## src/rtl/touch_key_event_pkg.sv

```systemverilog
// Shared types and default timing for the touch-key gesture classifier.
// Defaults assume a 50 MHz clock.
package touch_key_event_pkg;

    typedef enum logic [2:0] {
        ST_IDLE,
        ST_PRESS1,
        ST_WAIT2,
        ST_PRESS2,
        ST_HOLD
    } gest_state_t;

    localparam int DEF_DEB_CNT  = 1_000_000;   // 20 ms
    localparam int DEF_LONG_CNT = 50_000_000;  // 1 s
    localparam int DEF_DTAP_GAP = 15_000_000;  // 300 ms

    function automatic int max_int(input int a, input int b);
        return (a > b) ? a : b;
    endfunction

endpackage

```

## src/rtl/touch_key_event_if.sv

```systemverilog
// Sensor input plus debounced level and gesture strobes.
// slave = the classifier, master = the downstream consumer or driver.
interface touch_key_event_if;
    logic touch_key;
    logic key_level;
    logic tap_pulse;
    logic dtap_pulse;
    logic long_pulse;

    modport master (
        output touch_key,
        input  key_level, tap_pulse, dtap_pulse, long_pulse
    );

    modport slave (
        input  touch_key,
        output key_level, tap_pulse, dtap_pulse, long_pulse
    );
endinterface

```

## src/rtl/touch_key_event_debounce.sv

```systemverilog
// Two-flop synchroniser followed by a counting debouncer.
// key_level follows the raw line only after it has differed for DEB_CNT cycles.
module key_debounce #(
    parameter logic ACTIVE_LVL = 1'b0,
    parameter int   DEB_CNT    = 1_000_000
) (
    input  logic clk,
    input  logic rst,
    input  logic touch_key,
    output logic key_level
);
    localparam int DW = $clog2(DEB_CNT);
    localparam logic [DW-1:0] DEB_LAST = DW'(DEB_CNT - 1);

    logic [1:0]    sync;
    logic [DW-1:0] deb_cnt;
    logic          raw;

    assign raw = (sync[1] == ACTIVE_LVL);

    // deb_cnt never passes DEB_LAST, so it cannot wrap.
    always_ff @(posedge clk) begin
        if (rst) begin
            sync      <= {2{~ACTIVE_LVL}};
            deb_cnt   <= '0;
            key_level <= 1'b0;
        end else begin
            sync <= {sync[0], touch_key};
            if (raw == key_level) begin
                deb_cnt <= '0;
            end else if (deb_cnt == DEB_LAST) begin
                key_level <= raw;
                deb_cnt   <= '0;
            end else begin
                deb_cnt <= deb_cnt + 1'b1;
            end
        end
    end
endmodule

```

## src/rtl/touch_key_event.sv

```systemverilog
// Classifies debounced touches as single tap, double tap or long press and
// emits one-cycle registered strobes for each.
module touch_key_event
    import touch_key_event_pkg::*;
#(
    parameter logic ACTIVE_LVL = 1'b0,
    parameter int   DEB_CNT    = DEF_DEB_CNT,
    parameter int   LONG_CNT   = DEF_LONG_CNT,
    parameter int   DTAP_GAP   = DEF_DTAP_GAP
) (
    input logic              sys_clk,
    input logic              sys_rst,
    touch_key_event_if.slave evt
);
    if (DEB_CNT < 2) begin : g_bad_deb
        $error("touch_key_event: DEB_CNT must be >= 2");
    end
    if (LONG_CNT <= DTAP_GAP) begin : g_bad_long
        $error("touch_key_event: LONG_CNT must exceed DTAP_GAP");
    end

    localparam int GW = $clog2(max_int(LONG_CNT, DTAP_GAP));
    localparam logic [GW-1:0] LONG_LAST = GW'(LONG_CNT - 1);
    localparam logic [GW-1:0] GAP_LAST  = GW'(DTAP_GAP - 1);

    gest_state_t   state, state_next;
    logic [GW-1:0] gest_cnt;
    logic          key_level, key_d, press, rel;
    logic          tap_hit, dtap_hit, long_hit;
    logic          tap_next, dtap_next, long_next;

    key_debounce #(
        .ACTIVE_LVL (ACTIVE_LVL),
        .DEB_CNT    (DEB_CNT)
    ) u_deb (
        .clk       (sys_clk),
        .rst       (sys_rst),
        .touch_key (evt.touch_key),
        .key_level (key_level)
    );

    assign press = key_level & ~key_d;
    assign rel   = ~key_level & key_d;

    // A press arriving on the gap-timeout cycle is still taken as the second tap.
    always_comb begin
        state_next = state;
        tap_next   = 1'b0;
        dtap_next  = 1'b0;
        long_next  = 1'b0;
        case (state)
            ST_IDLE:   if (press) state_next = ST_PRESS1;
            ST_PRESS1: begin
                if (rel) begin
                    state_next = ST_WAIT2;
                end else if (gest_cnt == LONG_LAST) begin
                    long_next  = 1'b1;
                    state_next = ST_HOLD;
                end
            end
            ST_WAIT2: begin
                if (press) begin
                    state_next = ST_PRESS2;
                end else if (gest_cnt == GAP_LAST) begin
                    tap_next   = 1'b1;
                    state_next = ST_IDLE;
                end
            end
            ST_PRESS2: begin
                if (rel) begin
                    dtap_next  = 1'b1;
                    state_next = ST_IDLE;
                end
            end
            ST_HOLD:   if (rel) state_next = ST_IDLE;
            default:   state_next = ST_IDLE;
        endcase
    end

    always_ff @(posedge sys_clk) begin
        if (sys_rst) begin
            state    <= ST_IDLE;
            gest_cnt <= '0;
            key_d    <= 1'b0;
            tap_hit  <= 1'b0;
            dtap_hit <= 1'b0;
            long_hit <= 1'b0;
        end else begin
            state    <= state_next;
            key_d    <= key_level;
            tap_hit  <= tap_next;
            dtap_hit <= dtap_next;
            long_hit <= long_next;
            if (state_next != state)
                gest_cnt <= '0;
            else if (gest_cnt != '1)
                gest_cnt <= gest_cnt + 1'b1;
        end
    end

    assign evt.key_level  = key_level;
    assign evt.tap_pulse  = tap_hit;
    assign evt.dtap_pulse = dtap_hit;
    assign evt.long_pulse = long_hit;
endmodule
```

## src/flat_wrapper.sv

```systemverilog
// flat-port wrapper written by rule: the top's interface ports become plain ports
module touch_key_event_flat import touch_key_event_pkg::*;
#(
    parameter logic ACTIVE_LVL = 1'b0,
    parameter int   DEB_CNT    = DEF_DEB_CNT,
    parameter int   LONG_CNT   = DEF_LONG_CNT,
    parameter int   DTAP_GAP   = DEF_DTAP_GAP
)
  (sys_clk, sys_rst, evt_touch_key, evt_key_level, evt_tap_pulse, evt_dtap_pulse, evt_long_pulse);
  touch_key_event_if evt_i ();
  input logic sys_clk;
  input logic sys_rst;
  input wire logic [$bits(evt_i.touch_key)-1:0] evt_touch_key;
  output wire logic [$bits(evt_i.key_level)-1:0] evt_key_level;
  output wire logic [$bits(evt_i.tap_pulse)-1:0] evt_tap_pulse;
  output wire logic [$bits(evt_i.dtap_pulse)-1:0] evt_dtap_pulse;
  output wire logic [$bits(evt_i.long_pulse)-1:0] evt_long_pulse;
  assign evt_i.touch_key = evt_touch_key;
  assign evt_key_level = evt_i.key_level;
  assign evt_tap_pulse = evt_i.tap_pulse;
  assign evt_dtap_pulse = evt_i.dtap_pulse;
  assign evt_long_pulse = evt_i.long_pulse;
  touch_key_event #(.ACTIVE_LVL(ACTIVE_LVL), .DEB_CNT(DEB_CNT), .LONG_CNT(LONG_CNT), .DTAP_GAP(DTAP_GAP)) u_core (.sys_clk(sys_clk), .sys_rst(sys_rst), .evt(evt_i));
endmodule
```

## config.mk

```make
export PLATFORM = sky130hd
export DESIGN_NAME = touch_key_event_flat
export DESIGN_NICKNAME = d
export VERILOG_FILES = /design/src/rtl/touch_key_event_pkg.sv /design/src/rtl/touch_key_event_if.sv /design/src/rtl/touch_key_event_debounce.sv /design/src/rtl/touch_key_event.sv /design/src/flat_wrapper.sv
export SDC_FILE = /design/constraint.sdc
export NUM_CORES = 1
export LEC_CHECK = 0
export ABC_AREA = 0
export CAP_MARGIN = 25
export CORE_MARGIN = 2
export CORE_UTILIZATION = 35
export CTS_BUF_LIST = sky130_fd_sc_hd__clkbuf_16
export DETAILED_ROUTE_END_ITERATION = 6
export PLACE_DENSITY_LB_ADDON = 0.25
export SLEW_MARGIN = 30
export SYNTH_ARGS = -nofsm -noshare
export SYNTH_HDL_FRONTEND = slang
export SYNTH_SLANG_ARGS = --single-unit
```

## constraint.sdc

```tcl
create_clock -name sys_clk -period 2.6 [get_ports sys_clk]
set_input_delay 0.52 -clock sys_clk [delete_from_list [all_inputs] [get_ports sys_clk]]
set_output_delay 0.52 -clock sys_clk [all_outputs]
set_load 0.02 [all_outputs]
```

# [Yosys cells after proc, flatten, opt, wreduce, memory -nomap -nowiden]
# Index checks and enable logic that the tools add are counted.
[op_classes] muxes=10 n_div=0 n_reduce_logical=8 n_mul=0 order_cmp=0 n_addsub=2 n_bitwise=9 eq_ne=10 shifts=0
[op_table] cell="26-bit by 1-bit adder with 26-bit output (second input constant)" count=1
[op_table] cell="26-bit by 24-bit == test with 1-bit output (second input constant)" count=1
[op_table] cell="26-bit == test (second input constant)" count=1
[op_table] cell="26-bit != test (second input constant)" count=1
[op_table] cell="20-bit by 1-bit adder with 20-bit output (second input constant)" count=1
[op_table] cell="20-bit == test (second input constant)" count=1
[op_table] cell="3-bit two-way mux" count=6
[op_table] cell="3-bit one-hot mux with 4 select lines" count=1
[op_table] cell="3-bit OR reduction" count=3
[op_table] cell="1-bit NOT" count=7
[op_table] cell="3-bit by 2-bit == test with 1-bit output (second input constant)" count=2
[op_table] cell="2-bit OR reduction" count=3
[op_table] cell="3-bit by 1-bit == test with 1-bit output (second input constant)" count=1
[op_table] cell="3-bit == test (second input constant)" count=1
[op_table] cell="3-bit logical NOT" count=1
[op_table] cell="1-bit two-way mux" count=3
[op_table] cell="3-bit != test" count=1
[op_table] cell="1-bit AND" count=2
[op_table] cell="2-bit AND reduction" count=1
[op_table] cell="1-bit == test" count=1
[totals] romBits=0 output_inout_bits=4 latchBits=0 ramBits=0 regBits=56 input_bits=3 word_cells=48 memories=0

# [Logic depth before layout (Yosys ltp)]
[depth] ltp_word=6 ltp_mapped=8 ltp_nobuf=6

# [Hierarchy]
# A second synthesis with hierarchy kept.
[hier_totals] hier_cells=317 hier_area_um2=2775.2
[by_module_without_submodules] mod="touch_key_event" area_per_inst_um2=1747.9 instances=1 cells_per_inst=206
[by_module_without_submodules] mod="key_debounce" area_per_inst_um2=1027.2 instances=1 cells_per_inst=111

# [Least setup slack after synthesis]
# Ideal clock, no wire load.
[synth_timing] path_kind="reg-to-reg" start="reg u_core.gest_cnt[10]" end="reg u_core.gest_cnt[8]" period_less_slack_ps=2227 t_arrival_ps=2101 t_required_ps=2475 setup_slack_ps=373 stages_incl_launch_ff=7 path_cell_list="dfxtp_1 > or4_4 > or4_4 > or3_4 > o21bai_4 > buf_6 > nor3b_1"
[synth_via] elab_chain_cells=6 elab_cells_between_ends=10 classes_between="4 x eq/ne; 5 x mux; 1 x reduce/logical"
[synth_rtl] element="start: declaration" line="touch_key_event.sv:27" source="logic [GW-1:0] gest_cnt;"
[synth_rtl] element="start signal: assignment" line="touch_key_event.sv:97" source="gest_cnt <= gest_cnt + 1'b1;"
[synth_rtl] element="26-bit by 24-bit == test with 1-bit output or 26-bit == test (tied branches)" line="touch_key_event.sv:64, touch_key_event.sv:56"
[synth_rtl] element="3-bit two-way mux, on equally long branches" line="touch_key_event.sv:64, touch_key_event.sv:56"
[synth_rtl] element="3-bit two-way mux, on equally long branches" line="touch_key_event.sv:62, touch_key_event.sv:54"
[synth_rtl] element="3-bit one-hot mux with 4 select lines" line="touch_key_event.sv:51" source="case (state)"
[synth_rtl] element="3-bit != test" line="touch_key_event.sv:94" source="if (state_next != state)"
[synth_rtl] element="2-bit OR reduction (no line)"
# Several ways; a longest one is shown, not always the timed one.
# A chain may end at the register's enable or synchronous reset.

# [Worst setup path after layout]
# Same ends and word-level chain as after synthesis.

==> impl_metrics.py <==
metrics = {
    "cts": {
        "max-clock-path-buffers": 2,
        "cts.clk_slew.worst_paths_ns": 0.07,
        "cts_hold_buf": 0,
        "cts_tree": "done",
        "clock_latency_ns": 0.29,
        "cts_root_buf": "clkbuf_16",
        "postCtsResizedCells": 0,
        "cts-buffers-inserted": 5,
        "cts_setup_buffers": 0,
        "clock-sinks": 56,
        "cts_max_level": 2,
    },
    "critical_path": {
        "path_class": "reg -> reg",
        "slowest_delay_ns": 0.54,
        "cp_cell_sequence": "or4_4 -> or4_4 -> or3_4 -> o21bai_4 -> buf_12 -> nor3b_1",
        "path_common_cell": "or4_4",
        "cpMaxStageDelayCell": "or4_4",
        "arrival_ns": 2.51,
        "path_max_fanout": 20,
        "endpoint_kind": "register",
        "cp_data_required_time_ns": 2.78,
        "worstSetupStartpointType": "register",
    },
    "placed_design": {
        "placed_cell_area_um2": 2900,
        "place_congestion": 0.859,
        "hpwlAfterDp_um": 3800,
        "pre_cts_slack_ns": 0.273,
        "port_buffers": 6,
    },
    "grt": {
        "grt_overflow": 0,
        "first_global_vias": 2019,
        "antenna_found_initial": 0,
        "grt_pass1_wl_um": 9390,
        "grtUsageTotal_pct": 13.6,
        "grt_max_degree": 21,
    },
    "yosys": {
        "ys_top_cells_by_area": "dfxtp_1, nor2_1, xnor2_1",
        "syn_area_um2": 2690,
        "synth_xor_xnor_area_share_pct": 10.8,
        "synth_top_area_share_pct": 41.8,
        "synthFlopType": "dfxtp_1",
        "synthTopCellsByCount": "dfxtp_1, nor2_1, xnor2_1",
        "synth_most_common_cell": "dfxtp_1",
        "synth_cell_types": 45,
        "synth-seq-area-share_pct": 41.8,
        "synth_area_per_cell_um2": 8.50,
        "synthArstFlopShare_pct": 0,
        "yosys.area_share.adder_pct": 0.932,
        "synthesis.instances": 316,
        "synth_enable_flop_cells": 0,
        "synth_top_cell_by_area": "dfxtp_1",
        "muxShareOfSynthArea_pct": 1.54,
        "ys.warnings.count": 0,
        "synth_top_family_by_area": "simple AND/OR/NAND/NOR gates",
        "syn_nets": 321,
        "synth_compound_area_share_pct": 7.92,
        "ys_ff_latch": 56,
        "synth-simple-area-share_pct": 33.5,
    },
    "power_and_ir_drop": {
        "fin_total_pwr_uw": 1580,
        "leakage_uw": 0.000943,
        "p_per_area_nw_per_um2": 518,
        "peakVddDrop_uv": 301,
    },
    "timing": {
        "finalSetupViolCount": 0,
        "skew_ns": 0.00690,
        "period_needed_ns": 2.33,
        "slew_violations": 0,
        "fin_setup_tns_ns": 0,
        "rsz0062_at_grt": "no",
        "tightest_slew_ns": 0.456,
        "fmax_mhz": 429,
        "setup_slack_ns": 0.267,
        "hold_viol": 0,
        "timing.final.crit_share_pct": 89.7,
        "hold_slack_ns": 0.418,
        "relSlewSlack_pct": 69.3,
    },
    "cells_and_area": {
        "insertedDiodeCount": 0,
        "nets": 332,
        "syn_to_final_growth_pct": 13.5,
        "multiInputGateArea_um2": 1470,
        "finalInstanceArea_um2": 3050,
        "drive_gt1_share_pct": 9.45,
        "fillCellCount": 746,
        "seq_area_um2": 1120,
    },
    "route": {
        "drtAntennaViolNets": 0,
        "post-route-drc-count": 0,
        "dr.pass1.iters": 4,
        "routed_wl_um": 5300,
        "wire_per_inst_um": 12.4,
        "via_count": 2191,
        "avgViaCountPerCell": 5.13,
        "drt_iter0_drc": 107,
    },
    "floorplanning": {
        "die_area_um2": 8390,
        "start_util_pct": 36.6,
        "num_rows": 31,
        "io_pins": 7,
        "fp.coreArea_um2": 7330,
        "die_x_um": 91.6,
        "die_y_um": 91.6,
    },
    "status": {
        "outcome": "completed",
    },
    "min_path": {
        "hp-class": "reg -> reg",
    },
    "flow_run": {
        "maxCapViolCount": 0,
    },
}
-- kinds of logic after synthesis --
family / Yosys count
muxes: 4
DFF: 56
xor gates and xnor gates: 33
and+or+nand+nor: 167
adders and majority gates: 2
AOI/OAI and AO/OA: 32
buffers and inverters: 22
-- worst max-delay path: cells and delay by family (launching register included) --
kind            cells  cell delay, ns
compound gates      1            0.14
buf+inv             1            0.17
flops               1            0.34
simple gates        4            1.57
-- placed cells by master (no fill, tap or decap), types with 2 or more instances in the layout --
cell type / netlist / layout
a211oi_1: 3 / 3
or2_2: 4 / 4
mux2i_1: 3 / 3
nand3_1: 16 / 16
or4_1: 5 / 5
nor2_2: 2 / 2
ha_1: 2 / 2
nor4bb_1: 2 / 2
xnor2_1: 21 / 21
nand2b_1: 2 / 2
o211ai_1: 2 / 2
nor2b_1: 2 / 2
a21oi_1: 8 / 8
or4_4: 2 / 2
nor4b_1: 3 / 3
nand4_1: 10 / 10
and4_1: 5 / 5
o21ai_0: 10 / 10
clkdlybuf4s50_1: 0 / 6
inv_1: 9 / 9
clkbuf_16: 0 / 5
or3_1: 7 / 7
buf_4: 0 / 10
xor2_1: 12 / 12
nor2_1: 50 / 50
and3_1: 4 / 4
nand2_1: 20 / 20
nor3_1: 13 / 13
a31oi_1: 2 / 2
nor4_1: 13 / 13
dfxtp_1: 56 / 56
-- state kept, by name, indices dropped and copies added (netlist names) --
name / count
u_core.gest_cnt: 26
u_core.evt.long_pulse: 1
u_core.evt.tap_pulse: 1
u_core.u_deb.key_level: 1
u_core.state: 3
u_core.u_deb.sync: 2
u_core.u_deb.deb_cnt: 20
u_core.evt.dtap_pulse: 1
u_core.key_d: 1
-- area by class of cell --
type	instances	share of cell area, %
timing repair buffer	17	5.09
multi-input combinational	238	48.1
clock buffer	5	4.11
tap	99	4.06
clock inverter	3	0.739
inverter	9	1.11
sequential	56	36.8
-- report_power, final --
| group | total, uW | internal (uW) | switching (uW) |
|---|---|---|---|
| Combinational | 36.5 | 17.3 | 19.3 |
| Sequential | 868 | 863 | 5.55 |
| Clock | 674 | 361 | 313 |
-- path summary, 6_finish.rpt --
kind	start	end	slack [ns]	cells past startpoint
max	u_core.gest_cnt[10]$_SDFFE_PP0P_	u_core.gest_cnt[8]$_SDFFE_PP0P_	0.27	6
min	u_core.u_deb.sync[0]$_SDFF_PP1_	u_core.u_deb.sync[1]$_SDFF_PP1_	0.42	1
max reg2reg	u_core.gest_cnt[10]$_SDFFE_PP0P_	u_core.gest_cnt[8]$_SDFFE_PP0P_	0.27	6
min reg2reg	u_core.u_deb.sync[0]$_SDFF_PP1_	u_core.u_deb.sync[1]$_SDFF_PP1_	0.42	1
-- per-stage QoR --
stage                     utilization (%)  std cells
after floorplan                         -        316
after global placement               39.6        419
after detailed placement             39.6        419
after CTS                            41.6        427
after global routing                 41.6        427
final                                41.6        427
-- metal layers --
metal  vias up  wire, um  track usage, %
met2        20      2290            21.4
met4         0        69            4.17
met5         -         0               0
met3         5       139            3.24
li1       1145         -               -
met1      1021      2800            18.4
Power figures use the tool's default switching activity.
